`src/rtl/id_ex_reg.sv`:
```
// ID/EX pipeline register: stall hold, flush bubble, valid-gated control.
// Optional bubble/stall statistics counters under ID_EX_PERF_CNT_EN.
module id_ex_reg #(
   parameter int DW = 32,
   parameter int RW = 5
) (
   input  logic          clk,
   input  logic          rst,
   input  logic          stall,
   input  logic          flush,
   input  logic          valid_in,
   input  logic          MemtoReg_in,
   input  logic          RegWrite_in,
   input  logic          MemRead_in,
   input  logic          MemWrite_in,
   input  logic          RegDst_in,
   input  logic          ALUSrc_in,
   input  logic [1:0]    ALUOp_in,
   input  logic [DW-1:0] rd1_in,
   input  logic [DW-1:0] rd2_in,
   input  logic [DW-1:0] imm_in,
   input  logic [DW-1:0] pc4_in,
   input  logic [RW-1:0] rs_in,
   input  logic [RW-1:0] rt_in,
   input  logic [RW-1:0] rd_in,
   output logic          MemtoReg_out,
   output logic          RegWrite_out,
   output logic          MemRead_out,
   output logic          MemWrite_out,
   output logic          RegDst_out,
   output logic          ALUSrc_out,
   output logic [1:0]    ALUOp_out,
   output logic [DW-1:0] rd1_out,
   output logic [DW-1:0] rd2_out,
   output logic [DW-1:0] imm_out,
   output logic [DW-1:0] pc4_out,
   output logic [RW-1:0] rs_out,
   output logic [RW-1:0] rt_out,
   output logic [RW-1:0] rd_out,
   output logic          valid_out
`ifdef ID_EX_PERF_CNT_EN
   ,
   output logic [15:0]   bubble_cnt,
   output logic [15:0]   stall_cnt
`endif
);

   // Control bits packed as {MemtoReg, RegWrite, MemRead, MemWrite, RegDst, ALUSrc, ALUOp}
   logic [7:0]    ctrl_in_s;
   logic [7:0]    ctrl_r,  ctrl_nxt_s;
   logic          valid_r, valid_nxt_s;
   logic [DW-1:0] rd1_r, rd1_nxt_s;
   logic [DW-1:0] rd2_r, rd2_nxt_s;
   logic [DW-1:0] imm_r, imm_nxt_s;
   logic [DW-1:0] pc4_r, pc4_nxt_s;
   logic [RW-1:0] rs_r,  rs_nxt_s;
   logic [RW-1:0] rt_r,  rt_nxt_s;
   logic [RW-1:0] rd_r,  rd_nxt_s;

   assign ctrl_in_s = {MemtoReg_in, RegWrite_in, MemRead_in, MemWrite_in,
                       RegDst_in, ALUSrc_in, ALUOp_in};

   // Next-state selection: flush beats stall, stall beats load
   always_comb begin
      ctrl_nxt_s  = ctrl_r;
      valid_nxt_s = valid_r;
      rd1_nxt_s   = rd1_r;
      rd2_nxt_s   = rd2_r;
      imm_nxt_s   = imm_r;
      pc4_nxt_s   = pc4_r;
      rs_nxt_s    = rs_r;
      rt_nxt_s    = rt_r;
      rd_nxt_s    = rd_r;
      if (flush) begin
         ctrl_nxt_s  = 8'h00;
         valid_nxt_s = 1'b0;
         rd1_nxt_s   = {DW{1'b0}};
         rd2_nxt_s   = {DW{1'b0}};
         imm_nxt_s   = {DW{1'b0}};
         pc4_nxt_s   = {DW{1'b0}};
         rs_nxt_s    = {RW{1'b0}};
         rt_nxt_s    = {RW{1'b0}};
         rd_nxt_s    = {RW{1'b0}};
      end else if (stall) begin
         ctrl_nxt_s  = ctrl_r;
         valid_nxt_s = valid_r;
      end else begin
         // Control is gated by valid so a non-real entry can never carry side effects
         if (valid_in) begin
            ctrl_nxt_s = ctrl_in_s;
         end else begin
            ctrl_nxt_s = 8'h00;
         end
         valid_nxt_s = valid_in;
         rd1_nxt_s   = rd1_in;
         rd2_nxt_s   = rd2_in;
         imm_nxt_s   = imm_in;
         pc4_nxt_s   = pc4_in;
         rs_nxt_s    = rs_in;
         rt_nxt_s    = rt_in;
         rd_nxt_s    = rd_in;
      end
   end

   // Pipeline state register with synchronous reset
   always_ff @(posedge clk) begin
      if (rst) begin
         ctrl_r  <= 8'h00;
         valid_r <= 1'b0;
         rd1_r   <= {DW{1'b0}};
         rd2_r   <= {DW{1'b0}};
         imm_r   <= {DW{1'b0}};
         pc4_r   <= {DW{1'b0}};
         rs_r    <= {RW{1'b0}};
         rt_r    <= {RW{1'b0}};
         rd_r    <= {RW{1'b0}};
      end else begin
         ctrl_r  <= ctrl_nxt_s;
         valid_r <= valid_nxt_s;
         rd1_r   <= rd1_nxt_s;
         rd2_r   <= rd2_nxt_s;
         imm_r   <= imm_nxt_s;
         pc4_r   <= pc4_nxt_s;
         rs_r    <= rs_nxt_s;
         rt_r    <= rt_nxt_s;
         rd_r    <= rd_nxt_s;
      end
   end

   assign {MemtoReg_out, RegWrite_out, MemRead_out, MemWrite_out,
           RegDst_out, ALUSrc_out, ALUOp_out} = ctrl_r;
   assign valid_out = valid_r;
   assign rd1_out   = rd1_r;
   assign rd2_out   = rd2_r;
   assign imm_out   = imm_r;
   assign pc4_out   = pc4_r;
   assign rs_out    = rs_r;
   assign rt_out    = rt_r;
   assign rd_out    = rd_r;

`ifdef ID_EX_PERF_CNT_EN
   logic        bubble_ev_s;
   logic        stall_ev_s;
   logic [15:0] bubble_cnt_r;
   logic [15:0] stall_cnt_r;

   // A bubble is any non-reset edge that writes valid_out=0
   assign bubble_ev_s = flush | (~stall & ~valid_in);
   assign stall_ev_s  = stall & ~flush;

   // Saturating statistics counters, cleared only by reset
   always_ff @(posedge clk) begin
      if (rst) begin
         bubble_cnt_r <= 16'h0000;
         stall_cnt_r  <= 16'h0000;
      end else begin
         if (bubble_ev_s && (bubble_cnt_r != 16'hFFFF)) begin
            bubble_cnt_r <= bubble_cnt_r + 16'd1;
         end else begin
            bubble_cnt_r <= bubble_cnt_r;
         end
         if (stall_ev_s && (stall_cnt_r != 16'hFFFF)) begin
            stall_cnt_r <= stall_cnt_r + 16'd1;
         end else begin
            stall_cnt_r <= stall_cnt_r;
         end
      end
   end

   assign bubble_cnt = bubble_cnt_r;
   assign stall_cnt  = stall_cnt_r;
`endif

endmodule

```
`config.mk`:
```
export PLATFORM = sky130hd
export DESIGN_NAME = id_ex_reg
export DESIGN_NICKNAME = d
export VERILOG_FILES = /design/src/rtl/id_ex_reg.sv
export SDC_FILE = /design/constraint.sdc
export NUM_CORES = 1
export LEC_CHECK = 0
export CORE_ASPECT_RATIO = 1.5
export CORE_UTILIZATION = 35
export DETAILED_ROUTE_END_ITERATION = 10
export GPL_TIMING_DRIVEN = 0
export PLACE_DENSITY_LB_ADDON = 0.05
export SLEW_MARGIN = 25
export SYNTH_ARGS = -nofsm -noshare
export SYNTH_HDL_FRONTEND = slang
export SYNTH_SLANG_ARGS = --single-unit
```
`constraint.sdc`:
```
create_clock -name clk -period 1.51 [get_ports clk]
set_clock_uncertainty 0.05 [all_clocks]
set_input_delay 0.2265 -clock clk [delete_from_list [all_inputs] [get_ports clk]]
set_output_delay 0.2265 -clock clk [all_outputs]
set_load 0.05 [all_outputs]
```
==> run_results.csv, run 1 <==
group,metric,value,unit
route,viasPerCell,4.53,
logic_synthesis,ys_types,11,
critical_path,start_kind,"flop",
clock_network,numCtsBuffers,17,
floorplanning,die_h,155,microns
logic_synthesis,synth_compound_area_frac,0.00733,
power,power_density,1030,nW/um^2
critical_path,worst-path-buf-inv,1,
finish,final_common_cell,"clkdlybuf4s50_1",
critical_path,critPathSlowestCell,"clkdlybuf4s15_2",
finish,n_fill_cell,1241,
floorplanning,boundaryPins,308,
logic_synthesis,synthSimpleGateAreaFrac,0.117,
route,ant_nets,0,
clock_network,insertion_delay,0.41,ns
logic_synthesis,synthAdderAreaFrac,0,
critical_path,crit_fanout,2,
critical_path,path_cells,"clkdlybuf4s15_2",
logic_synthesis,synthCells,501,
clock_network,htreeDepth,4,
logic_synthesis,avgSynthCellArea,10.9,sq um
critical_path,path_class,"flop to primary output",
clock_network,cts_tree,"yes",
critical_path,cp_top_family,"buffers and inverters",
logic_synthesis,synth_xor_area_frac,0,
placement,globalplace.congestion,0.758,
logic_synthesis,ys_seq_elements,152,
power,leakage,3.90,nW
finish,nets,981,
power,ir_worst_vdd,0.641,mV
clock_network,cts_resized,456,
clock_network,clk_pin_slew_worst_paths,0.06,ns
floorplanning,coreArea,15100,sq um
finish,drive_gt1_frac,0.249,
sta,fmax,695,MHz
finish,final_util,0.628,
route,drt-total-wl,16000,microns
logic_synthesis,yosys_warnings,0,
clock_network,clockBufferDepth,2,
route,vias,4685,
floorplanning,num_rows,55,
clock_network,cts_num_sinks,152,
global_routing,grt_antenna_before_repair,0,
sta,fin_crit,1.44,ns
floorplanning,die_w,104,microns
sta,worst_pin_slew,0.431,ns
critical_path,worstPathArrival,1.16,ns
global_routing,grt_max_degree,17,
outcome,status,"complete, no violations",
route,firstDrtPassIters,4,
placement,port_buffers,305,
sta,fin_crit_sh,0.952,
critical_path,worst_setup_path_end_kind,"primary output",
logic_synthesis,synth_top_family_by_area,"multiplexers",
logic_synthesis,netlist_area,5460,sq um
clock_network,post_cts_buffers,0,
finish,mostFrequentLayoutCells,"clkdlybuf4s50_1 (153), dfxtp_1 (152), clkdlybuf4s15_2 (152)",
route,drc,0,
worst_hold_path,hold_class,"input pin to flop",
flow_run,maxCapViolations,0,
floorplanning,start_util,0.361,
sta,hold_viol_final,0,
logic_synthesis,synthMuxAreaShare,0.264,
clock_network,hold_buffers,0,
critical_path,required,1.23,ns
critical_path,worst_path_largest_cell_delay,0.39,ns
sta,slew_viol_final,0,
finish,n_antenna_cell,0,
sta,finalSetupViolCount,0,
global_routing,grt_pass1_wl,24500,microns
route,drt_iter0_markers,114,
clock_network,cts_root_buf,"clkbuf_16",
finish,multi_input_area,2120,sq um
sta,grt_setup_unrepaired,"false",
logic_synthesis,seq_area_frac_synth,0.557,
global_routing,overflow,0,
floorplanning,die_area,16100,sq um
finish,syn2layout_area_growth,74.0,%
sta,holdWs,0.209,ns
global_routing,track_usage,0.197,
finish,regArea,3040,sq um
logic_synthesis,synth_fp_nets,657,
placement,dpl.hpwl,12400,microns
route,wire_per_inst,15.4,microns
global_routing,grt_pass1_vias,4871,
sta,max_slew_margin,0.713,
-- state kept, by name, indices dropped and copies added (netlist names) --
register   count
pc4_out       32
ctrl_r         8
rt_out         5
rd2_out       32
imm_out       32
rd1_out       32
valid_out      1
rd_out         5
rs_out         5
-- metal layers --
metal  routed length (microns)  track usage  vias to the layer above
met1                      5680        0.182                     2152
li1                          -            -                     2302
met5                         0            0                        -
met2                      8520        0.373                      203
met4                       511       0.0973                        0
met3                      1270       0.0762                       28
-- worst paths after layout --
kind / startpoint / end / slack [ns] / cells after the start
worst min-delay path: valid_in / ctrl_r[7]$_SDFFE_PP0N_ / 0.21 / 3
worst min register to register: ctrl_r[5]$_SDFFE_PP0N_ / ctrl_r[5]$_SDFFE_PP0N_ / 0.41 / 2
worst max-delay path: rd2_out[19]$_SDFFE_PP0N_ / rd2_out[19] / 0.07 / 1
worst max register to register: rt_out[2]$_SDFFE_PP0N_ / rt_out[2]$_SDFFE_PP0N_ / 0.80 / 2
-- final cells by class --
cell class	count	area share
flip-flops and latches	152	0.320
clock inverters	12	0.0126
well taps	199	0.0262
multi-input cells	313	0.223
clock buffers	18	0.0452
repair buffers	305	0.341
plain buffers	36	0.0316
-- stage by stage --
stage	total power (W)	cell area, sq um	TNS, ns	setup slack [ns]	std cells
after global routing	0.0102	9500	0	0.0133	1035
final	0.00981	9500	0	0.0721	1035
after floorplan	0.00521	5460	0	0.433	501
after global placement	0.00594	8760	-5.14	-0.0766	1005
after detailed placement	0.00596	8760	-6.63	-0.117	1005
after CTS	0.00994	9500	0	0.0435	1035
-- worst min-delay path: cells and delay by family --
kind	cells	cell delay [ns]
buffers and inverters	1	0.20
AND/OR/NAND/NOR	1	0.14
AO/OA/AOI/OAI	1	0.06
-- synth_stat cells --
cell type	instances	area (sq um)
clkbuf_1	8	30.0
nand2_1	8	30.0
buf_2	6	30.0
nor2_1	144	541
nand3b_1	8	60.1
buf_1	1	3.75
mux2i_1	144	1440
a21oi_1	8	40.0
buf_6	21	236
dfxtp_1	152	3040
or2_1	1	6.26
-- where the power goes --
| group | internal, W | switching, W | total, W |
|---|---|---|---|
| registers | 0.00414 | 0.0000660 | 0.00421 |
| logic | 0.000770 | 0.000854 | 0.00162 |
| clock network | 0.00227 | 0.00171 | 0.00398 |
| total | 0.00718 | 0.00263 | 0.00981 |
-- cell families (layout without fill, tap and decap cells) --
logic type / count (synthesis) / after routing
AOI/OAI and AO/OA: 8 / 8
buffers and inverters: 36 / 371
DFF: 152 / 152
muxes: 144 / 144
and+or+nand+nor: 161 / 161
Power figures use the tool's default switching activity.
==> inputs of run 2 (changes only) <==
- CAP_MARGIN: not set -> 20
- SLEW_MARGIN: 25 -> 20
==> results of run 2 <==
The final DEF is identical to that of run 1; final timing and power are the same.
==> inputs of run 3 (changes only) <==
- CORE_ASPECT_RATIO: 1.5 -> not set
- TNS_END_PERCENT: not set -> 30
==> run 3 against run 2 <==
Non-clock buffer count is the same. Sequential power hardly changed. Cell count shrank 1.1%. Design area rose by 0.42%. Register-to-register slack about the same. Sequential share of layout area is 0.13 points lower. Combinational power about the same. First-iteration DRC count grew 19%. Critical path type unchanged. Critical endpoint is now imm_out[31]. Largest cell class unchanged.
==> run_results.csv, run 3 (synthesized netlist as in run 1, its figures left out) <==
group,metric,value,unit
outcome,status,"complete, no violations",
sta,finalSetupViolCount,0,
global_routing,grt_pass1_wl,25200,microns
critical_path,path_class,"flop to primary output",
clock_network,cts_root_buf,"clkbuf_16",
route,vias,4655,
critical_path,worst-path-buf-inv,1,
finish,nets,981,
clock_network,insertion_delay,0.41,ns
route,viasPerCell,4.55,
critical_path,path_cells,"clkdlybuf4s15_2",
clock_network,clockBufferDepth,2,
finish,n_fill_cell,1273,
floorplanning,num_rows,45,
route,drc,0,
critical_path,cp_top_family,"buffers and inverters",
global_routing,grt.met3_usage,0.0881,
worst_hold_path,hold_class,"input pin to flop",
sta,slew_viol_final,0,
floorplanning,die_w,127,microns
placement,dpl.hpwl,12500,microns
sta,grt_setup_unrepaired,"false",
floorplanning,coreArea,15200,sq um
clock_network,htreeDepth,4,
sta,fin_crit_sh,0.950,
global_routing,track_usage,0.206,
clock_network,post_cts_buffers,0,
floorplanning,boundaryPins,308,
clock_network,hold_buffers,0,
floorplanning,start_util,0.359,
critical_path,crit_fanout,2,
clock_network,clk_pin_slew_worst_paths,0.06,ns
finish,n_antenna_cell,0,
route,firstDrtPassIters,4,
finish,drive_gt1_frac,0.248,
global_routing,overflow,0,
route,drt-total-wl,16200,microns
power,ir_worst_vdd,0.745,mV
clock_network,cts_resized,455,
critical_path,worst_path_largest_cell_delay,0.40,ns
critical_path,critPathSlowestCell,"clkdlybuf4s15_2",
route,drt_iter0_markers,136,
sta,fmax,697,MHz
sta,max_slew_margin,0.672,
clock_network,numCtsBuffers,17,
global_routing,busiest_layer,"met2",
placement,globalplace.congestion,0.740,
power,power,0.0102,W
route,ant_nets,0,
clock_network,cts_tree,"yes",
flow_run,maxCapViolations,0,
floorplanning,die_area,16100,sq um
global_routing,met1_usage,0.205,
critical_path,required,1.23,ns
placement,port_buffers,305,
floorplanning,die_h,127,microns
sta,fin_crit,1.43,ns
power,power_density,1070,nW/um^2
sta,hold_viol_final,0,
critical_path,worst_setup_path_end_kind,"primary output",
global_routing,grt_antenna_before_repair,0,
global_routing,grt_util_met2,0.373,
route,wire_per_inst,15.9,microns
global_routing,grt_max_degree,17,
finish,syn2layout_area_growth,74.7,%
global_routing,grt_pass1_vias,4924,
sta,worst_pin_slew,0.492,ns
clock_network,cts_num_sinks,152,
critical_path,worstPathArrival,1.16,ns
finish,final_common_cell,"clkdlybuf4s50_1",
power,leakage,3.95,nW
sta,holdWs,0.203,ns
critical_path,start_kind,"flop",
finish,mostFrequentLayoutCells,"clkdlybuf4s50_1 (153), dfxtp_1 (152), clkdlybuf4s15_2 (151)",
[run 3: cell count changes in the layout (fill, tap and decap cells not counted), sizes merged]
cell / before / now
clkinvlp: 5 / 0
inv: 4 / 0
clkinv: 2 / 5
bufinv: 1 / 4
clkbuf: 26 / 30
clkdlybuf4s15: 152 / 151
[run 3: final timing paths]
| check | depth (start not counted) | startpoint | slack (ns) | to |
|---|---|---|---|---|
| worst min-delay path | 3 | valid_in | 0.20 | ctrl_r[5]$_SDFFE_PP0N_ |
| worst min register to register | 2 | ctrl_r[1]$_SDFFE_PP0N_ | 0.41 | ctrl_r[1]$_SDFFE_PP0N_ |
| worst max-delay path | 1 | imm_out[31]$_SDFFE_PP0N_ | 0.08 | imm_out[31] |
| worst max register to register | 2 | rs_out[4]$_SDFFE_PP0N_ | 0.79 | rs_out[4]$_SDFFE_PP0N_ |
[run 3: layout make-up]
class                           instances  area [sq um]  area share
Buffer                                 36           300      0.0315
Clock buffer                           21           460      0.0482
Clock inverter                          9           149      0.0156
Multi-Input combinational cell        313          2120       0.222
Sequential cell                       152          3040       0.319
Tap cell                              188           235      0.0246
Timing Repair Buffer                  305          3240       0.339
[run 3: metrics by stage]
step	setup WS (ns)	util	instance area, sq um	cells	setup TNS (ns)
after global placement	-0.132	0.576	8750	994	-8.12
after detailed placement	-0.157	0.576	8750	994	-9.49
after global routing	0.0207	0.628	9540	1024	0
after floorplan	0.433	-	5460	501	0
after CTS	-0.0576	0.628	9550	1024	-0.0576
final	0.0758	0.628	9540	1024	0
[run 3: report_power, final]
group | switching [W] | internal [W] | leakage (nW)
clock | 0.00155 | 0.00282 | 0.303
combinational | 0.000858 | 0.000770 | 2.41
sequential | 0.0000679 | 0.00414 | 1.24
total | 0.00248 | 0.00774 | 3.95
[run 3: routing by layer]
metal	wire (microns)	up-vias	share of wire
met5	0	-	0
met1	6120	2138	0.38
met2	8240	197	0.51
li1	-	2297	-
met4	357	0	0.022
met3	1530	23	0.094
